**config.mk**
```make
export PLATFORM = sky130hd
export DESIGN_NAME = f1_sweep_driver_flat
export DESIGN_NICKNAME = d
export VERILOG_FILES = /design/src/rtl/f1_sweep_driver_if.sv /design/src/rtl/f1_sweep_driver.sv /design/src/flat_wrapper.sv
export SDC_FILE = /design/constraint.sdc
export NUM_CORES = 1
export LEC_CHECK = 0
export ABC_AREA = 0
export CAP_MARGIN = 20
export CORE_UTILIZATION = 48
export DETAILED_ROUTE_END_ITERATION = 8
export PLACE_DENSITY = 0.75
export RECOVER_POWER = 100
export SYNTH_ARGS = -nofsm -noshare
export SYNTH_HDL_FRONTEND = slang
export SYNTH_SLANG_ARGS = --single-unit
```
**constraint.sdc**
```tcl
create_clock -name clk -period 1.4 [get_ports clk]
set_input_delay 0.28 -clock clk [delete_from_list [all_inputs] [get_ports clk]]
set_output_delay 0.28 -clock clk [all_outputs]
set_load 0.05 [all_outputs]
```
**src/rtl/f1_sweep_driver_if.sv**
```systemverilog
// f1 sweep driver bus: control inputs, stimulus outputs and truth-table results.
// Latency: none, signal bundle only.
// Backpressure: none; start/abort are level-sampled by the driver.
// Ports (as seen by the driver, slave modport):
//   start, abort, f1                       -> into the driver
//   a, b, c, d, vec_idx, busy, done,
//   table_valid, truth_table, match        <- out of the driver
interface f1_sweep_driver_if;
  logic        start;
  logic        abort;
  logic        f1;
  logic        a;
  logic        b;
  logic        c;
  logic        d;
  logic [3:0]  vec_idx;
  logic        busy;
  logic        done;
  logic        table_valid;
  logic [15:0] truth_table;
  logic        match;

  // Controller / lab-board side: issues start/abort, returns f1.
  modport master (
    output start, abort, f1,
    input  a, b, c, d, vec_idx, busy, done, table_valid, truth_table, match
  );

  // Sweep driver side.
  modport slave (
    input  start, abort, f1,
    output a, b, c, d, vec_idx, busy, done, table_valid, truth_table, match
  );
endinterface

```
**src/rtl/f1_sweep_driver.sv**
```systemverilog
// Exhaustive 16-vector stimulus/capture of the f1 NAND network into a truth table.
// Latency: done pulses 16*(SETTLE_CYCLES+1) edges after the start edge; table visible the cycle after done.
// Backpressure: none; start is ignored unless idle, abort returns to idle on the next edge.
// Ports: clk, rst_n (async active-low); bus (f1_sweep_driver_if.slave) carries
//   start/abort/f1 in and a..d, vec_idx, busy, done, table_valid, truth_table, match out.
// Optional feature: define TT_CHECK_EN to compare each published table against EXPECTED
//   and drive match; without it match is tied low.
module f1_sweep_driver #(
  parameter int          SETTLE_CYCLES = 2,       // 1..15 cycles a vector is held before sampling
  parameter logic [15:0] EXPECTED      = 16'h8DC5 // golden table, bit[i] = f1 at vector i
) (
  input  logic               clk,
  input  logic               rst_n,
  f1_sweep_driver_if.slave   bus
);

  typedef enum logic [1:0] {
    IDLE   = 2'd0,
    SETTLE = 2'd1,
    SAMPLE = 2'd2,
    DONE   = 2'd3
  } state_t;

  localparam logic [3:0] CNT_LAST = 4'(SETTLE_CYCLES - 1);

  state_t      state_q, state_d;
  logic [3:0]  cnt_q, cnt_d;
  logic [3:0]  idx_q, idx_d;
  logic [15:0] shadow_q, shadow_d;
  logic [15:0] tt_q, tt_d;
  logic        tv_q, tv_d;

`ifdef TT_CHECK_EN
  logic        match_q, match_d;
`else
  // EXPECTED only matters when the check is built in.
  logic        unused_expected;
  assign unused_expected = ^EXPECTED;
`endif

  always_ff @(posedge clk or negedge rst_n) begin
    if (!rst_n) begin
      state_q  <= IDLE;
      cnt_q    <= '0;
      idx_q    <= '0;
      shadow_q <= '0;
      tt_q     <= '0;
      tv_q     <= 1'b0;
`ifdef TT_CHECK_EN
      match_q  <= 1'b0;
`endif
    end else begin
      state_q  <= state_d;
      cnt_q    <= cnt_d;
      idx_q    <= idx_d;
      shadow_q <= shadow_d;
      tt_q     <= tt_d;
      tv_q     <= tv_d;
`ifdef TT_CHECK_EN
      match_q  <= match_d;
`endif
    end
  end

  always_comb begin
    state_d  = state_q;
    cnt_d    = cnt_q;
    idx_d    = idx_q;
    shadow_d = shadow_q;
    tt_d     = tt_q;
    tv_d     = tv_q;
`ifdef TT_CHECK_EN
    match_d  = match_q;
`endif

    case (state_q)
      IDLE: begin
        if (bus.start) begin
          state_d = SETTLE;
          idx_d   = '0;
          cnt_d   = '0;
          tv_d    = 1'b0;
`ifdef TT_CHECK_EN
          match_d = 1'b0;
`endif
        end
      end
      SETTLE: begin
        // cnt runs freely here; SAMPLE reloads it, so a wrap at 15 is harmless.
        cnt_d = cnt_q + 4'd1;
        if (cnt_q == CNT_LAST) begin
          state_d = SAMPLE;
        end
      end
      SAMPLE: begin
        shadow_d[idx_q] = bus.f1;
        if (idx_q == 4'd15) begin
          // idx stays at 15: the stimulus is held until the next start/abort.
          state_d = DONE;
        end else begin
          idx_d   = idx_q + 4'd1;
          cnt_d   = '0;
          state_d = SETTLE;
        end
      end
      DONE: begin
        tt_d    = shadow_q;
        tv_d    = 1'b1;
`ifdef TT_CHECK_EN
        match_d = (shadow_q == EXPECTED);
`endif
        state_d = IDLE;
      end
      default: state_d = IDLE;
    endcase

    // Abort overrides everything, including a start seen in the same cycle.
    // The last published truth_table is deliberately kept.
    if (bus.abort) begin
      state_d = IDLE;
      idx_d   = '0;
      cnt_d   = '0;
      tt_d    = tt_q;
      tv_d    = 1'b0;
`ifdef TT_CHECK_EN
      match_d = 1'b0;
`endif
    end
  end

  // Stimulus is the index register itself, so it can only move on an index update.
  assign {bus.a, bus.b, bus.c, bus.d} = idx_q;
  assign bus.vec_idx     = idx_q;
  assign bus.busy        = (state_q == SETTLE) || (state_q == SAMPLE);
  assign bus.done        = (state_q == DONE);
  assign bus.table_valid = tv_q;
  assign bus.truth_table = tt_q;
`ifdef TT_CHECK_EN
  assign bus.match       = match_q;
`else
  assign bus.match       = 1'b0;
`endif

endmodule

```
**src/flat_wrapper.sv**
```systemverilog
// flat-port wrapper written by rule: the top's interface ports become plain ports
module f1_sweep_driver_flat 
#(
  parameter int          SETTLE_CYCLES = 2,                                                       
  parameter logic [15:0] EXPECTED      = 16'h8DC5                                         
)
  (clk, rst_n, bus_start, bus_abort, bus_f1, bus_a, bus_b, bus_c, bus_d, bus_vec_idx, bus_busy, bus_done, bus_table_valid, bus_truth_table, bus_match);
  f1_sweep_driver_if bus_i ();
  input  logic clk;
  input  logic rst_n;
  input wire logic [$bits(bus_i.start)-1:0] bus_start;
  input wire logic [$bits(bus_i.abort)-1:0] bus_abort;
  input wire logic [$bits(bus_i.f1)-1:0] bus_f1;
  output wire logic [$bits(bus_i.a)-1:0] bus_a;
  output wire logic [$bits(bus_i.b)-1:0] bus_b;
  output wire logic [$bits(bus_i.c)-1:0] bus_c;
  output wire logic [$bits(bus_i.d)-1:0] bus_d;
  output wire logic [$bits(bus_i.vec_idx)-1:0] bus_vec_idx;
  output wire logic [$bits(bus_i.busy)-1:0] bus_busy;
  output wire logic [$bits(bus_i.done)-1:0] bus_done;
  output wire logic [$bits(bus_i.table_valid)-1:0] bus_table_valid;
  output wire logic [$bits(bus_i.truth_table)-1:0] bus_truth_table;
  output wire logic [$bits(bus_i.match)-1:0] bus_match;
  assign bus_i.start = bus_start;
  assign bus_i.abort = bus_abort;
  assign bus_i.f1 = bus_f1;
  assign bus_a = bus_i.a;
  assign bus_b = bus_i.b;
  assign bus_c = bus_i.c;
  assign bus_d = bus_i.d;
  assign bus_vec_idx = bus_i.vec_idx;
  assign bus_busy = bus_i.busy;
  assign bus_done = bus_i.done;
  assign bus_table_valid = bus_i.table_valid;
  assign bus_truth_table = bus_i.truth_table;
  assign bus_match = bus_i.match;
  f1_sweep_driver #(.SETTLE_CYCLES(SETTLE_CYCLES), .EXPECTED(EXPECTED)) u_core (.clk(clk), .rst_n(rst_n), .bus(bus_i));
endmodule
```
==> results of run 1 <==
-- routing by layer --
metal,GRT usage (%),vias to the layer above,routed length [µm],part of all wire (%)
met5,0,-,0,0
met4,7.03,0,71,1.4
met3,4.65,7,146,2.9
met2,41.2,37,2720,54
met1,27.0,799,2120,42
li1,-,744,-,-
-- worst max-delay path, delay by kind of cell, from the launching register on --
kind / cells / cell delay, ps
adder cells (fa/ha/maj): 1 / 210
flip-flops: 1 / 470
buffers and inverters: 3 / 350
-- power by group through the flow --
stage	sequential [W]	combinational, W	clock (W)
after detailed placement	0.00180	0.00283	0
after global placement	0.00177	0.00277	0
final	0.00169	0.00257	0.000800
after CTS	0.00178	0.00299	0.000822
after floorplan	0.00228	0.00104	0
after global routing	0.00173	0.00269	0.000872
-- what timing repair did --
action / 4_1_cts / 5_1_grt
cloned: 1 / 0
setup endpoints to repair: 49 / 50
hold buffers: 1 / 0
endpoints found under the hold margin: 16 / 0
gates resized for setup: 20 / 11
buffers inserted: 6 / 3
pin swaps: 5 / 3
-- sequential cells by signal (all words and copies together) (netlist names) --
name	cells
u_core.bus.truth_table	16
u_core.bus.vec_idx	4
u_core.bus.table_valid	1
u_core.state_q	2
u_core.cnt_q	4
u_core.shadow_q	16
-- area by class of cell --
| cell class | count | area (µm²) | share of cell area, % |
|---|---|---|---|
| clock buffer | 6 | 82.6 | 2.60 |
| clock inverter | 1 | 5.00 | 0.158 |
| inverter | 5 | 31.3 | 0.985 |
| multi-input combinational | 117 | 1220 | 38.5 |
| sequential | 43 | 1090 | 34.2 |
| tap | 52 | 65.1 | 2.05 |
| timing repair buffer | 69 | 683 | 21.5 |
-- synthesized netlist by cell type, types with 2 or more instances --
cell type,n,area [µm²]
a21oi_1,7,35.0
buf_2,2,10.0
buf_4,6,45.0
buf_6,3,33.8
dfrtp_1,43,1080
ha_1,11,138
inv_1,5,18.8
mux2_1,2,22.5
mux2_2,30,338
mux2i_1,3,30.0
nand2_1,11,41.3
nand2b_1,4,25.0
nand3_1,11,55.1
nand4_1,2,12.5
nand4b_1,3,26.3
nor2_1,5,18.8
nor2b_1,3,18.8
nor3_1,4,20.0
o21ai_0,4,20.0
-- path summary, 6_finish.rpt --
path	slack (ps)	from	end
worst max-delay path	-210	u_core.state_q[1]	bus_busy
worst min-delay path	470	rst_n	u_core.shadow_q[10]
worst max register to register	-170	u_core.state_q[0]	u_core.bus.truth_table[6]
worst min register to register	510	u_core.shadow_q[3]	u_core.bus.truth_table[3]
max in group asynchronous	200	rst_n	u_core.bus.truth_table[4]
min in group clk	510	u_core.shadow_q[3]	u_core.bus.truth_table[3]
-- logic make-up (layout without fill, tap and decap cells) --
group	after synthesis	count (layout)	synth area share, %
compound gates	19	19	6.75
mux	36	36	18.7
buf+inv	18	81	5.37
fa+ha+maj	11	11	6.35
flops	43	43	49.6
other cells	1	1	0.173
simple gates	50	50	13.0
-- per-stage QoR --
| stage | setup WS, ps | hold WS, ps |
|---|---|---|
| finish | -205 | 471 |
| global route | -242 | 511 |
| CTS | -188 | 476 |
| detailed placement | -424 | 251 |
| global placement | -311 | 237 |
| floorplan | -228 | -15.6 |
==> results.md, run 1 <==
- Overall die width: 69.2 µm
- Clock Tree Buf Depth: 2
- Leakage: 1.46 nW
- Post-layout power: 0.00506 W
- Worst Path Required: between 1000 and 1500 ps
- Critical path, cell by cell: inv_4 -> ha_4 -> buf_6 -> buf_12
- Asr flop ratio synth: between 90% and 100%
- RSZ-0062 raised after global routing: yes
- Total global-route track usage: 22.8%
- Minimum clock period: roughly 1600 ps
- Post-route setup TNS: -4680 ps
- Setup violators final: 44
- CP Class: reg2out
- Initial core utilization: 49.8%
- Root buffer cell: clkbuf_8
- Finished layout cell area: 3180 µm²
- Commonest cells after routing, fill and taps aside: dfrtp_1 (38), mux2_4 (22), buf_4 (22)
- Switch share: between 40% and 50%
- TritonCTS clock tree: done
- Hold Crit Class: in2async
- Worst EP arrival: 1330 ps
- First-pass GRT wire length: 8440 µm
- Pint: roughly 0.003 W
- Commonest register cell after synthesis: dfrtp_1
- Synthesized area: about 2200 µm²
- Failing checks: setup timing
- Syn Nets: 194
- Placed Area: roughly 3200 µm²
- Comb pwr share: 50.7%
- Antenna violations before repair: 0
- Sink Count: 43
- Clk pwr share: 15.8%
- Max Cap Viol: 0
- Via density: 5.42
- Status: finished with violations
- Die ar.: 4790 µm²
- Worst reg-to-reg path cell count: 6
- Final wirelength: 5060 µm
- Seq cells post-synth: 43
- Worst Skew: a little under 8 ps
- Setup WS post-layout: -205 ps
- Power per Cell Area: 1590 nW/µm²
- Reg clk slew, reported paths: about 80 ps
- Peak supply drop: 1.76 mV
- Top fanout value on the critical path: 4
- Antenna viol nets, final: 0
- Leading cell type in the layout, fill and taps excluded: dfrtp_1
- Share of cells above drive strength 1: between 50% and 60%
- FP Rows: 24
- Die Span Y: between 60 and 70 µm
- Post-Layout Cell Count: a little under 300
- Area Growth Syn to Fin: 46.5%
- Period utilisation layout: 115%
- DRT Pass-1 Iters: 4
- I/O pins: 33
- Sequential Power Share: around a third
- Largest net degree at the start of global routing: 28
- Total CTS buffers: 5
- 1st-iter DRT viols: 62
- Final core utilization: around 73%
- Vias in the first global route: 1698
- Sequential-to-total area share from yosys stat: 49.6%
- Critical path's slowest cell: dfrtp_2
- Post-Synthesis Cells: between 150 and 200
- Slew Limit Fails: 0
- Crit. End Element: output pin
- Total gr overflow: 0
- Post-synth EDFFs: 0
- Core area: 4350 µm²
- Synthesized area per cell: 12.2 µm²
- Ys Warns: 0
- Clk_lat worst skew: 300 ps
- DR DRC count: 0
- Sw Pwr: 0.00204 W
- H-Tree Level Count: 2
- DR vias: roughly 1600
- Wire per inst: 17.3 µm
- Inst Count DP: 276
- Placer Congestion: 0.789
- Max Fclk: 623 MHz
- Largest stage delay on the critical path: roughly 470 ps
- Final nets: 257
- DP HPWL: 3530 µm
- Port buffer count: 31
- Final hold viol count: 0
- Final-layout fill cell count: 275
- Startpoint types: register
- Synth cell types: 38
- Antenna cell count: 0
Note: power is estimated with default switching activity, not from simulation.
==> run 2, diff against run 1 <==
--- a/config.mk
+++ b/config.mk
@@ -7,10 +7,11 @@
 export LEC_CHECK = 0
 export ABC_AREA = 0
 export CAP_MARGIN = 20
-export CORE_UTILIZATION = 48
+export CORE_UTILIZATION = 53
 export DETAILED_ROUTE_END_ITERATION = 8
-export PLACE_DENSITY = 0.75
+export PLACE_DENSITY = 0.79
 export RECOVER_POWER = 100
+export SLEW_MARGIN = 10
 export SYNTH_ARGS = -nofsm -noshare
 export SYNTH_HDL_FRONTEND = slang
 export SYNTH_SLANG_ARGS = --single-unit
==> constraint.sdc (replaced) <==
create_clock -name clk -period 1.6 [get_ports clk]
set_input_delay 0.32 -clock clk [delete_from_list [all_inputs] [get_ports clk]]
set_output_delay 0.32 -clock clk [all_outputs]
set_load 0.05 [all_outputs]
==> run 2 against run 1 <==
  * The flow still finishes with violations (setup timing)
  * Combinational power down 24%
  * Non-clock buffer count fell by 13
  * Clock skew is 1.3 ps higher
  * Worst setup slack gained 160 ps
  * Die area decreased by 9.2%
  * Clock power up 25%
  * Register-to-register slack better by 120 ps
  * Sequential power fell by 14%
  * Critical path type is now reg2reg
  * Largest cell class is now registers
==> results.md, run 2 (same netlist as run 1, synthesis figures left out) <==
- Status: finished with violations
- Failing checks: setup timing
- Final hold viol count: 0
- Top fanout value on the critical path: 6
- TritonCTS clock tree: done
- FP Rows: 22
- DRT Pass-1 Iters: 4
- Post-Layout Cell Count: 277
- Initial core utilization: 57.1%
- Wire per inst: 17.2 µm
- Antenna violations before repair: 0
- Placed Area: between 2000 and 3000 µm²
- H-Tree Level Count: 2
- Worst EP arrival: around 1800 ps
- Overall die width: between 60 and 70 µm
- First-pass GRT wire length: 7360 µm
- Die Span Y: roughly 66 µm
- DP HPWL: 3220 µm
- Hold Crit Class: reg2reg
- Total CTS buffers: 5
- Max Cap Viol: 0
- Leakage: 1.32 nW
- Crit. End Element: register
- Max Fclk: a little over 600 MHz
- Core area: 3800 µm²
- Peak supply drop: 1.19 mV
- Worst Path Required: between 1500 and 2000 ps
- Relative slew slack: 64.2%
- Worst Skew: 9.04 ps
- Root buffer cell: clkbuf_8
- Period utilisation layout: 103%
- DR vias: 1564
- Setup violators final: 4
- Worst slew pin tran: 537 ps
- Startpoint types: register
- Antenna cell count: 0
- Die ar.: 4350 µm²
- Inst Count DP: approximately 260
- Total gr overflow: 0
- Reg clk slew, reported paths: 90 ps
- Setup WS post-layout: -46.8 ps
- Clk_lat worst skew: 300 ps
- DR DRC count: 0
- Antenna viol nets, final: 0
- Placer Congestion: between 0.8 and 0.9
- Leading cell type in the layout, fill and taps excluded: dfrtp_1
- Final nets: 244
- Finished layout cell area: about 2900 µm²
- Via density: ~5.6
- Vias in the first global route: 1612
- 1st-iter DRT viols: between 60 and 70
- Area Growth Syn to Fin: 32.8%
- CP Class: reg2reg
- Power per Cell Area: 1530 nW/µm²
- Total global-route track usage: 23.1%
- Final wirelength: 4760 µm
- Clock Tree Buf Depth: 2
- Minimum clock period: about 1600 ps
- Largest net degree at the start of global routing: 25
- Port buffer count: 31
- Share of cells above drive strength 1: 48.9%
- I/O pins: 33
- Commonest cells after routing, fill and taps aside: dfrtp_1 (40), mux2_2 (28), clkbuf_2 (18)
- RSZ-0062 raised after global routing: yes
- Slew Limit Fails: 0
- Sink Count: 43
[run 2: cell types whose count changed in the layout (fill, tap and decap cells not counted), sizes merged]
cell | previous run | this run
buf | 46 | 34
bufinv | 0 | 2
clkbuf | 25 | 23
clkinv | 1 | 0
clkinvlp | 0 | 1
[run 2: final cells by class]
type	count	area, µm²
clock buffers	5	68.8
clock inverters	3	67.6
fillers	255	918
inverters	5	21.3
multi-input cells	117	1040
flip-flops and latches	43	1080
well taps	48	60.1
repair buffers	56	538
[run 2: timing repair]
item	4_1_cts	5_1_grt
endpoints found under the hold margin	19	0
setup buffers	3	2
resized for setup	8	14
pin swaps	2	2
hold buffers	1	0
setup endpoints to repair	12	28
[run 2: worst paths after layout]
kind                                         start                      to  slack, ps  cells past startpoint
min in group asynchronous                    rst_n  u_core.bus.table_valid        530                      2
max in group asynchronous                    rst_n     u_core.shadow_q[11]        170                      3
worst max register to register   u_core.state_q[0]       u_core.state_q[1]        -50                      6
worst min-delay path            u_core.shadow_q[6]      u_core.shadow_q[6]        510                      1
worst max-delay path             u_core.state_q[0]       u_core.state_q[1]        -50                      6
worst min register to register  u_core.shadow_q[6]      u_core.shadow_q[6]        510                      1
[run 2: where the power goes]
group	total [W]	internal [W]	leakage [nW]	switching (W)
sequential	0.00146	0.00131	0.546	0.000148
clock	0.00100	0.000622	0.0644	0.000380
combinational	0.00196	0.000778	0.709	0.00118
total	0.00442	0.00271	1.32	0.00171
[run 2: worst max-delay path, stage by stage (launching register included)]
cell and delay [ps]:
dfrtp_1 430, buf_6 140, ha_1 200, or2b_4 240, a21o_1 160, nand2_1 60
o41ai_1 310
[run 2: layer usage]
metal / global-route usage (%) / part of all wire, % / vias up
met4: 11.2 / 1.7 / 0
met3: 5.69 / 3.1 / 9
met1: 24.8 / 39 / 798
li1: - / - / 719
met5: 0 / 0 / -
met2: 42.0 / 56 / 38
[run 2: metrics by stage]
| stage | worst slack (ps) | power, W | utilization [%] | TNS, ps | hold slack, ps |
|---|---|---|---|---|---|
| 4_1_cts | -18.0 | 0.00443 | 75.4 | -45.3 | 491 |
| 3_5_place_dp | -317 | 0.00335 | 70.5 | -4580 | 314 |
| 5_1_grt | -74.6 | 0.00461 | 75.8 | -682 | 521 |
| 3_3_place_gp | -174 | 0.00327 | 70.5 | -3290 | 301 |
| 2_1_floorplan | -86.2 | 0.00270 | - | -898 | 24.4 |
| 6_report | -46.8 | 0.00442 | 75.8 | -114 | 509 |
